File: src/rtl/mul_tree_result_collector.sv
// Collects strobed bf16 lane results from the multiply tree into a circular FIFO and drains one word per cycle.
// Optional head-of-queue NaN flag is built when MUL_COLLECT_NAN_FLAG_EN is defined.
module mul_tree_result_collector #(
  parameter int DW    = 16,
  parameter int LANES = 4,
  parameter int DEPTH = 16
) (
  input  logic                     clk,
  input  logic                     rst,
  input  logic [LANES*DW-1:0]      lane_data,
  input  logic [LANES-1:0]         lane_stb,
  output logic [DW-1:0]            out_data,
  output logic                     out_valid,
  input  logic                     out_ready,
  output logic [$clog2(DEPTH):0]   level,
  output logic                     overflow,
  input  logic                     ovf_clr,
  output logic                     out_nan
);

  localparam int AW = $clog2(DEPTH);
  localparam int LW = AW + 1;
  localparam int CW = $clog2(LANES + 1);
  localparam int LI = $clog2(LANES);
`ifdef MUL_COLLECT_NAN_FLAG_EN
  localparam int EW = DW + 1;

  function automatic logic bf16_is_nan(input logic [DW-1:0] w);
    return (&w[14:7]) && (|w[6:0]);
  endfunction

  function automatic logic [EW-1:0] pack_entry(input logic [DW-1:0] w);
    return {bf16_is_nan(w), w};
  endfunction
`else
  localparam int EW = DW;

  function automatic logic [EW-1:0] pack_entry(input logic [DW-1:0] w);
    return w;
  endfunction
`endif

  logic [EW-1:0] mem_r [DEPTH];
  logic [LW-1:0] wr_ptr_r, rd_ptr_r, level_r;
  logic [DW-1:0] out_data_r;
  logic          out_valid_r, overflow_r;

  logic [EW-1:0] pk_s [LANES];
  logic [CW-1:0] cnt_s;
  logic [LW-1:0] free_s, push_n_s, wr_next_s, rd_next_s, level_next_s;
  logic [AW-1:0] off_s;
  logic [EW-1:0] head_s;
  logic          accept_s, drop_s, pop_s;

  // Compact strobed lanes into ascending-lane order; unstrobed lanes never reach storage.
  always_comb begin
    cnt_s = '0;
    for (int j = 0; j < LANES; j++) pk_s[j] = '0;
    for (int k = 0; k < LANES; k++) begin
      if (lane_stb[k]) begin
        pk_s[cnt_s[LI-1:0]] = pack_entry(lane_data[k*DW +: DW]);
        cnt_s = cnt_s + CW'(1);
      end else begin
        cnt_s = cnt_s;
      end
    end
  end

  // Space check uses the registered level only, so a same-cycle pop never makes room.
  always_comb begin
    free_s       = LW'(DEPTH) - level_r;
    accept_s     = (cnt_s != '0) && (LW'(cnt_s) <= free_s);
    drop_s       = (cnt_s != '0) && !accept_s;
    push_n_s     = accept_s ? LW'(cnt_s) : '0;
    pop_s        = out_valid_r && out_ready;
    wr_next_s    = wr_ptr_r + push_n_s;
    rd_next_s    = rd_ptr_r + LW'(pop_s);
    level_next_s = wr_next_s - rd_next_s;
  end

  // Next head word: bypass from the incoming group when the head slot is being written this cycle.
  always_comb begin
    off_s = rd_next_s[AW-1:0] - wr_ptr_r[AW-1:0];
    if (level_next_s == '0) begin
      head_s = '0;
    end else if ((push_n_s != '0) && (LW'(off_s) < push_n_s)) begin
      head_s = pk_s[off_s[LI-1:0]];
    end else begin
      head_s = mem_r[rd_next_s[AW-1:0]];
    end
  end

  // FIFO storage write of the accepted group, wrapping modulo DEPTH.
  always_ff @(posedge clk) begin
    for (int j = 0; j < LANES; j++) begin
      if (accept_s && (CW'(j) < cnt_s)) begin
        mem_r[wr_ptr_r[AW-1:0] + AW'(j)] <= pk_s[j];
      end
    end
  end

  // Pointers, occupancy, registered head and sticky overflow.
  always_ff @(posedge clk or negedge rst) begin
    if (!rst) begin
      wr_ptr_r    <= '0;
      rd_ptr_r    <= '0;
      level_r     <= '0;
      out_data_r  <= '0;
      out_valid_r <= 1'b0;
      overflow_r  <= 1'b0;
    end else begin
      wr_ptr_r    <= wr_next_s;
      rd_ptr_r    <= rd_next_s;
      level_r     <= level_next_s;
      out_data_r  <= head_s[DW-1:0];
      out_valid_r <= (level_next_s != '0);
      if (drop_s) begin
        overflow_r <= 1'b1;
      end else if (ovf_clr) begin
        overflow_r <= 1'b0;
      end else begin
        overflow_r <= overflow_r;
      end
    end
  end

`ifdef MUL_COLLECT_NAN_FLAG_EN
  logic out_nan_r;

  // NaN flag travels with the head word.
  always_ff @(posedge clk or negedge rst) begin
    if (!rst) begin
      out_nan_r <= 1'b0;
    end else begin
      out_nan_r <= head_s[DW];
    end
  end

  assign out_nan = out_nan_r;
`else
  assign out_nan = 1'b0;
`endif

  assign out_data  = out_data_r;
  assign out_valid = out_valid_r;
  assign level     = level_r;
  assign overflow  = overflow_r;

endmodule

File: config.mk
export PLATFORM = sky130hd
export DESIGN_NAME = mul_tree_result_collector
export DESIGN_NICKNAME = d
export VERILOG_FILES = /design/src/rtl/mul_tree_result_collector.sv
export SDC_FILE = /design/constraint.sdc
export NUM_CORES = 1
export LEC_CHECK = 0
export BUFFER_PORTS_ARGS = -buffer_cell sky130_fd_sc_hd__buf_2
export CAP_MARGIN = 20
export CORE_MARGIN = 4
export CORE_UTILIZATION = 48
export DETAILED_ROUTE_END_ITERATION = 16
export HOLD_SLACK_MARGIN = 0.05
export PLACE_DENSITY = 0.79
export SLEW_MARGIN = 20
export SYNTH_ARGS = -nofsm -noshare
export SYNTH_HDL_FRONTEND = slang
export SYNTH_SLANG_ARGS = --single-unit
File: constraint.sdc
create_clock -name clk -period 4.6 [get_ports clk]
set_clock_uncertainty 0.05 [all_clocks]
set_input_delay 0.46 -clock clk [delete_from_list [all_inputs] [get_ports clk]]
set_output_delay 0.46 -clock clk [all_outputs]
set_load 0.01 [all_outputs]
## Yosys cells after proc, flatten, opt, wreduce, memory -nomap -nowiden

Memories as Yosys holds them, arrays and structs flattened.
Index checks and enable logic that the tools add are counted.

- Bits in registers: 33
- Input bits: 72
- Output and inout port bits: 24
- Logic and storage cells: 85
- Memories kept: 1
- Memory bits (writable): 256

Memories:

| name | words | width | rd ports | clocked after memory_dff | wr ports | RTL line | text |
|---|---|---|---|---|---|---|---|
| mem_r | 16 | 16 | 1 | 0 | 4 | 43 | `logic [EW-1:0] mem_r [DEPTH];` |

- Bitwise gates (word level): 4
- Multiplexer cells: 33
- Order comparisons: 13
- $add $sub $neg: 11
- Reductions and logical operators: 17

Operator list:

| kind | count |
|---|---|
| $bwmux W64 | 3 |
| $mux W64 | 3 |
| $mux W16 | 8 |
| $demux W16 S2 | 3 |
| $bmux W16 S2 | 1 |
| $ge A3 B3 Y1 const B | 4 |
| $mux W3 | 4 |
| $not A2 Y3 | 4 |
| $logic_and A1 B1 Y1 | 11 |
| $mux W1 | 11 |
| $reduce_bool A5 Y1 | 2 |
| $add A3 B1 Y3 const B | 3 |
| $lt A3 B1 Y1 const B | 3 |
| $add A4 B2 Y4 const B | 2 |
| $lt A1 B3 Y1 const A | 2 |
| $lt A2 B3 Y1 const A | 2 |
| $add A5 B1 Y5 | 1 |
| $add A5 B3 Y5 | 1 |
| $le A3 B5 Y1 | 1 |
| $logic_not A5 Y1 | 1 |
| $sub A5 B5 Y5 | 1 |
| $sub A5 B5 Y5 const A | 1 |
| $add A4 B1 Y4 const B | 1 |
| $lt A4 B3 Y1 | 1 |
| other kinds (4) | 4 |

## Depth between registers and ports, before layout

- Depth after elaboration: 17
- Depth in mapped cells: 25
- Mapped depth without buffers: 22

## Worst setup path after synthesis

OpenSTA, ideal clock, no wires.

- Path type: input-to-reg
- From: input port lane_stb[0]
- To: register out_data_r[10] (netlist: out_data[10])
- Setup time: 137 ps
- Stages: 22
- Setup slack: -701 ps
- Buffers on the path: 3
- Arrival: 5114 ps
- Data required time: 4413 ps
- Path through: inv_1 -> ha_1 -> buf_4 -> or2b_1 -> o32ai_4 -> clkbuf_1 -> a311o_1 -> ha_1 -> nand3_1 -> o21ai_0 -> nor3_2 -> nor2_1 -> ha_1 -> fa_1 -> fa_1 -> a21o_1 -> a21oi_1 -> xnor2_1 -> xnor2_1 -> nor4_4 -> buf_4 -> a311oi_2

- Elaborated cells between the ends (all ways): 47
- Those cells by class: add/sub (5); order compare (8); mux (23); bitwise (3); reduce/logical (8)

RTL lines:

| item | RTL line | text |
|---|---|---|
| from (decl) | 11 | `input logic [LANES-1:0] lane_stb,` |
| $mux W1 * | 60 | `if (lane_stb[k]) begin` |
| $add A3 B1 Y3 | 62 | `cnt_s = cnt_s + CW'(1);` |
| $mux W3 * | 60 |  |
| $add A3 B1 Y3 | 62 |  |
| $mux W3 * | 60 |  |
| $add A3 B1 Y3 | 62 |  |
| $mux W3 * | 60 |  |
| $le A3 B5 Y1 or $reduce_bool A3 Y1 (tied branches) | 72 | `accept_s = (cnt_s != '0) && (LW'(cnt_s) <= free_s);` |
| $logic_and A1 B1 Y1 | 72 |  |
| $mux W3 * | 74 | `push_n_s = accept_s ? LW'(cnt_s) : '0;` |
| $add A5 B3 Y5 * | 76 | `wr_next_s = wr_ptr_r + push_n_s;` |
| net wr_next_s[1] | 50 | `logic [LW-1:0] free_s, push_n_s, wr_next_s, rd_next_s, level_next_s;` |
| $sub A5 B5 Y5 * | 78 | `level_next_s = wr_next_s - rd_next_s;` |
| net level_next_s[4] | 50 |  |
| $logic_not A5 Y1 * | 84 | `if (level_next_s == '0) begin` |
| $mux W16 * | 84 |  |
| net head_s[10] | 52 | `logic [EW-1:0] head_s;` |
| to (signal assigned) | 115 | `out_data_r <= head_s[DW-1:0];` |
| to (decl) | 45 | `logic [DW-1:0] out_data_r;` |

Mark *: on every way through the listed nets, which the timed path passes. The rest lies on a longest branch. The select of a mux whose other input is x is not followed.
A chain may end at the register's enable or synchronous reset.

## Worst setup path after layout

- From: input port lane_stb[1]
- To: register out_data_r[4] (netlist: out_data[4])

- Elaborated cells between the ends (all ways): 37
- Those cells by class: add/sub (4); order compare (6); mux (18); bitwise (2); reduce/logical (7)

RTL lines:

| item | RTL line |
|---|---|
| $mux W3 * | 60 |
| $add A3 B1 Y3 | 62 |
| $mux W3 * | 60 |
| $add A3 B1 Y3 | 62 |
| $mux W3 * | 60 |
| $le A3 B5 Y1 or $reduce_bool A3 Y1 (tied branches) | 72 |
| $logic_and A1 B1 Y1 | 72 |
| $mux W3 * | 74 |
| $add A5 B3 Y5 * | 76 |
| net wr_next_s[3] | 50 |
| $sub A5 B5 Y5 * | 78 |
| net level_next_s[4] | 50 |
| $logic_not A5 Y1 * | 84 |
| $mux W16 * | 84 |
| net head_s[4] | 52 |

Marked as above.

==> impl_metrics.prom <==
# TYPE chip_impl_metric gauge
chip_impl_info{name="outcome",value="complete, no violations"} 1
chip_impl_metric{name="cts_setup_buffers",unit=""} 0
chip_impl_metric{name="route.antenna.remaining_nets",unit=""} 0
chip_impl_metric{name="track_usage",unit="%"} 28.6
chip_impl_info{name="timing.critical_path.to_type",value="flop"} 1
chip_impl_metric{name="postSynthRegisterBits",unit=""} 289
chip_impl_info{name="clock_tree_from_tritoncts",value="yes"} 1
chip_impl_metric{name="timing.reg2reg.setup_slack",unit="ns"} 0.44
chip_impl_metric{name="number_of_distinct_library_cells_after_synthesis",unit=""} 81
chip_impl_metric{name="critical_path_required",unit="ns"} 5.03
chip_impl_metric{name="antenna-diode-count",unit=""} 0
chip_impl_info{name="min-delay-path-class",value="input port to flop"} 1
chip_impl_metric{name="syn_nets",unit=""} 2196
chip_impl_info{name="cp-start-kind",value="input port"} 1
chip_impl_metric{name="min_path_cells",unit=""} 4
chip_impl_metric{name="final_cells",unit=""} 2732
chip_impl_metric{name="route.vias.total",unit=""} 19477
chip_impl_metric{name="cts_htree_levels",unit=""} 1
chip_impl_metric{name="fmax",unit="MHz"} 235
chip_impl_metric{name="chipHeight",unit="um"} 222
chip_impl_info{name="cts_root_buf",value="clkbuf_16"} 1
chip_impl_metric{name="initial_core_util",unit="%"} 48.6
chip_impl_metric{name="synth-async-reset-ratio",unit="%"} 11.4
chip_impl_metric{name="worst-r2r-cell-count",unit=""} 21
chip_impl_metric{name="post_synthesis_cell_count",unit=""} 2097
chip_impl_info{name="yosys_most_used_dff",value="edfxtp_1"} 1
chip_impl_info{name="worstSetupPathType",value="input port to flop"} 1
chip_impl_metric{name="maxSlewViolCount",unit=""} 0
chip_impl_metric{name="io-pin-count",unit=""} 96
chip_impl_metric{name="worst_skew_pair.late_latency",unit="ns"} 0.61
chip_impl_metric{name="wl_per_cell",unit="um"} 27.1
chip_impl_metric{name="average_cell_area_after_synthesis",unit="um^2"} 10.5
chip_impl_metric{name="grt_pass1_wl",unit="mm"} 113
chip_impl_metric{name="synthToLayoutAreaGrowth",unit="%"} 9.62
chip_impl_metric{name="final-setup-viol-count",unit=""} 0
chip_impl_info{name="critical_path.reg2reg.endpoint",value="out_data[4]$_DFF_PN0_"} 1
chip_impl_metric{name="antenna_found_initial",unit=""} 0
chip_impl_metric{name="max_cap_viol_count",unit=""} 0
chip_impl_metric{name="die_x",unit="um"} 222
chip_impl_metric{name="final_period_minus_worst_setup_slack",unit="ns"} 4.26
chip_impl_metric{name="finalHoldViolCount",unit=""} 0
chip_impl_info{name="critical_path.reg2reg.startpoint",value="level[0]$_DFF_PN0_"} 1
chip_impl_metric{name="routed_wl",unit="mm"} 74.0
chip_impl_metric{name="std_cell_rows",unit=""} 78
chip_impl_metric{name="avgViaCountPerCell",unit=""} 7.13
chip_impl_metric{name="yosys_warnings",unit=""} 0
chip_impl_metric{name="initialDrtViolationCount",unit=""} 2930
chip_impl_metric{name="worst-path-max-fanout",unit=""} 17
chip_impl_metric{name="peak_supply_drop",unit="mV"} 0.542
chip_impl_metric{name="floorplan.die_area",unit="um^2"} 49400
chip_impl_metric{name="netlist_area",unit="um^2"} 22000
chip_impl_metric{name="gp_congestion",unit=""} 0.964
chip_impl_metric{name="fin_tns_setup",unit="ns"} 0
chip_impl_metric{name="cts_buffer_depth",unit=""} 3
chip_impl_metric{name="drc_errors",unit=""} 0
chip_impl_metric{name="place.detailed.instances",unit=""} 2676
chip_impl_metric{name="max_slew.worst_pin.slew",unit="ns"} 1.05
chip_impl_info{name="min_from",value="lane_data[61]"} 1
chip_impl_metric{name="clock_sink_count",unit=""} 289
chip_impl_metric{name="design.final.nets",unit=""} 2208
chip_impl_metric{name="grt_remaining_overflow",unit=""} 0
chip_impl_metric{name="core_footprint",unit="um^2"} 45400
chip_impl_metric{name="drive_gt1_share",unit="%"} 21.0
chip_impl_info{name="grt_setup_unrepaired",value="false"} 1
chip_impl_metric{name="yosysSeqAreaShare",unit="%"} 38.6
chip_impl_metric{name="grt_start_max_net_pins",unit=""} 66
chip_impl_metric{name="cts_inserted_buffers",unit=""} 29
chip_impl_metric{name="first_global_vias",unit=""} 19114
chip_impl_metric{name="powerDensity",unit="nW/um^2"} 717
chip_impl_metric{name="clk_transition_reported_paths",unit="ns"} 0.07
chip_impl_metric{name="drtPass1Iterations",unit=""} 6
chip_impl_metric{name="numPortBuffers",unit=""} 94
chip_impl_metric{name="arrival_time_of_data_at_the_critical_path_endpoint",unit="ns"} 4.70
chip_impl_metric{name="p_leak",unit="uW"} 0.00964
chip_impl_metric{name="slew_headroom",unit="%"} 29.7
chip_impl_metric{name="dp_hpwl",unit="mm"} 50.4
chip_impl_metric{name="post_cts_resized",unit=""} 0
chip_impl_info{name="timing.hold.worst_endpoint",value="mem_r[14][13]$_DFFE_PP_"} 1
chip_impl_metric{name="fin_crit_sh",unit="%"} 92.7
chip_impl_metric{name="synth-edff-count",unit=""} 256
-- registers in the layout (all words and copies together) (netlist names) --
name	flops
level	5
out_valid	1
out_data	16
overflow	1
wr_ptr_r	5
rd_ptr_r	5
mem_r	256
-- placed cells by master, fill, tap and decap left out, types with 8 or more instances in the layout --
master | netlist | routed
a21oi_1 | 21 | 20
and3b_1 | 17 | 17
or3_1 | 20 | 20
ha_1 | 24 | 19
a21o_1 | 18 | 18
xnor2_1 | 13 | 13
a311oi_2 | 10 | 10
buf_4 | 45 | 139
o21ai_2 | 10 | 11
and3_1 | 45 | 45
nor3_1 | 8 | 8
nand2_1 | 380 | 380
a211o_1 | 16 | 16
nand3b_1 | 8 | 8
or2_2 | 8 | 8
mux2_2 | 11 | 11
dfrtp_1 | 33 | 33
o22ai_1 | 19 | 19
mux2i_1 | 263 | 263
o211ai_1 | 16 | 16
nor2_1 | 41 | 40
o21ai_0 | 12 | 11
mux2i_4 | 10 | 10
edfxtp_1 | 256 | 256
nand2b_1 | 26 | 26
nand3_1 | 20 | 20
mux4_2 | 64 | 64
inv_1 | 54 | 52
buf_2 | 110 | 94
buf_12 | 0 | 8
a31oi_1 | 33 | 33
clkbuf_16 | 0 | 29
o221ai_1 | 256 | 256
a22o_1 | 28 | 28
nor4_1 | 9 | 9
-- layout make-up --
type	instances	area, um^2
Fill cell	3832	21200
Multi-Input combinational cell	1489	12000
Sequential cell	289	8510
Timing Repair Buffer	243	1690
Tap cell	600	751
Clock buffer	32	737
Inverter	57	231
Clock inverter	22	230
-- what timing repair did --
action	in CTS	in global routing
endpoints found under the setup margin	0	0
hold endpoints to repair	34	0
hold buffers	2	0
-- layer usage --
| layer | part of all wire, % | vias to the layer above | wire length [um] | global-route usage, % |
|---|---|---|---|---|
| met5 | 0 | - | 0 | 0 |
| met4 | 5.5 | 0 | 4060 | 13.4 |
| met3 | 13 | 386 | 9780 | 5.96 |
| met2 | 46 | 1643 | 34100 | 46.9 |
| met1 | 35 | 9289 | 26100 | 36.5 |
| li1 | - | 8159 | - | - |
-- critical path, cell delays in order --
cell and delay [ns]:
buf_2 0.20, inv_12 0.04, ha_4 0.29, or2b_1 0.15, o32ai_4 0.10, a311o_1 0.32, ha_1 0.36, nand3_1 0.10
o21ai_2 0.08, nor3_4 0.22, inv_1 0.07, nand2_1 0.09, inv_1 0.07, ha_1 0.28, a21o_1 0.19, a21oi_1 0.17
xnor2_1 0.11, ha_1 0.35, a21oi_2 0.15, xnor2_1 0.09, xnor2_1 0.31, nor4_4 0.08, buf_12 0.17, a311oi_1 0.23
-- power by group --
group | total, uW | internal (uW) | switching [uW]
combinational | 10100 | 3970 | 6130
clock | 2470 | 1340 | 1120
sequential | 4750 | 4330 | 425
total | 17300 | 9650 | 7670
-- metrics by stage --
step                hold slack, ns  utilization, %  area, um^2  setup WS, ns  total power, uW
detailed placement           0.436            51.1       23200        -0.300            14600
global route                 0.473            53.2       24200        0.0644            18100
floorplan                    0.114               -       22100        -0.188            11600
CTS                          0.409            53.2       24200         0.311            17100
global placement             0.438            51.1       23200        -0.212            14300
finish                       0.441            53.2       24200         0.337            17300
-- synth_stat cells, drive strengths merged, types with 8 or more instances --
library cell / instances / area, um^2
edfxtp: 256 / 7690
a311oi: 16 / 203
a31oi: 33 / 206
and3: 45 / 282
or2: 9 / 56.3
xnor2: 13 / 114
mux2i: 273 / 2860
o221ai: 257 / 2260
nand2b: 26 / 163
a211o: 16 / 140
a21oi: 22 / 114
o22ai: 19 / 119
clkbuf: 92 / 345
inv: 56 / 213
nor2: 41 / 154
ha: 24 / 300
or3: 20 / 125
a21o: 18 / 135
nor3: 16 / 120
o211ai: 16 / 120
o21ai: 30 / 199
xor2: 9 / 86.3
nand3: 20 / 100
nand3b: 8 / 60.1
and3b: 17 / 149
buf: 170 / 1040
mux2: 15 / 173
dfrtp: 33 / 826
nand2: 382 / 1440
nor4: 10 / 77.6
a22o: 33 / 310
mux4: 64 / 1440
-- worst max-delay path by stage --
stage | to | slack [ns] | start
4_1_cts | out_data[4]$_DFF_PN0_ | 0.31 | lane_stb[1]
5_1_grt | out_data[15]$_DFF_PN0_ | 0.06 | lane_stb[1]
3_3_place_gp | out_data[10]$_DFF_PN0_ | -0.21 | lane_stb[1]
2_1_floorplan | out_data[10]$_DFF_PN0_ | -0.19 | lane_stb[1]
6_report | out_data[4]$_DFF_PN0_ | 0.34 | lane_stb[1]
3_5_place_dp | out_data[12]$_DFF_PN0_ | -0.30 | lane_stb[1]
-- logic make-up after synthesis --
group                    after synthesis  synth area share, %
AND/OR/NAND/NOR                      608                 12.9
other                                  1               0.0170
buffers and inverters                319                 7.28
flip-flops                           289                 38.6
adder cells (fa/ha/maj)               27                 1.63
AO/OA/AOI/OAI                        477                 18.2
XOR/XNOR                              24                 1.11
multiplexers                         352                 20.3
Power figures use the tool's default switching activity.
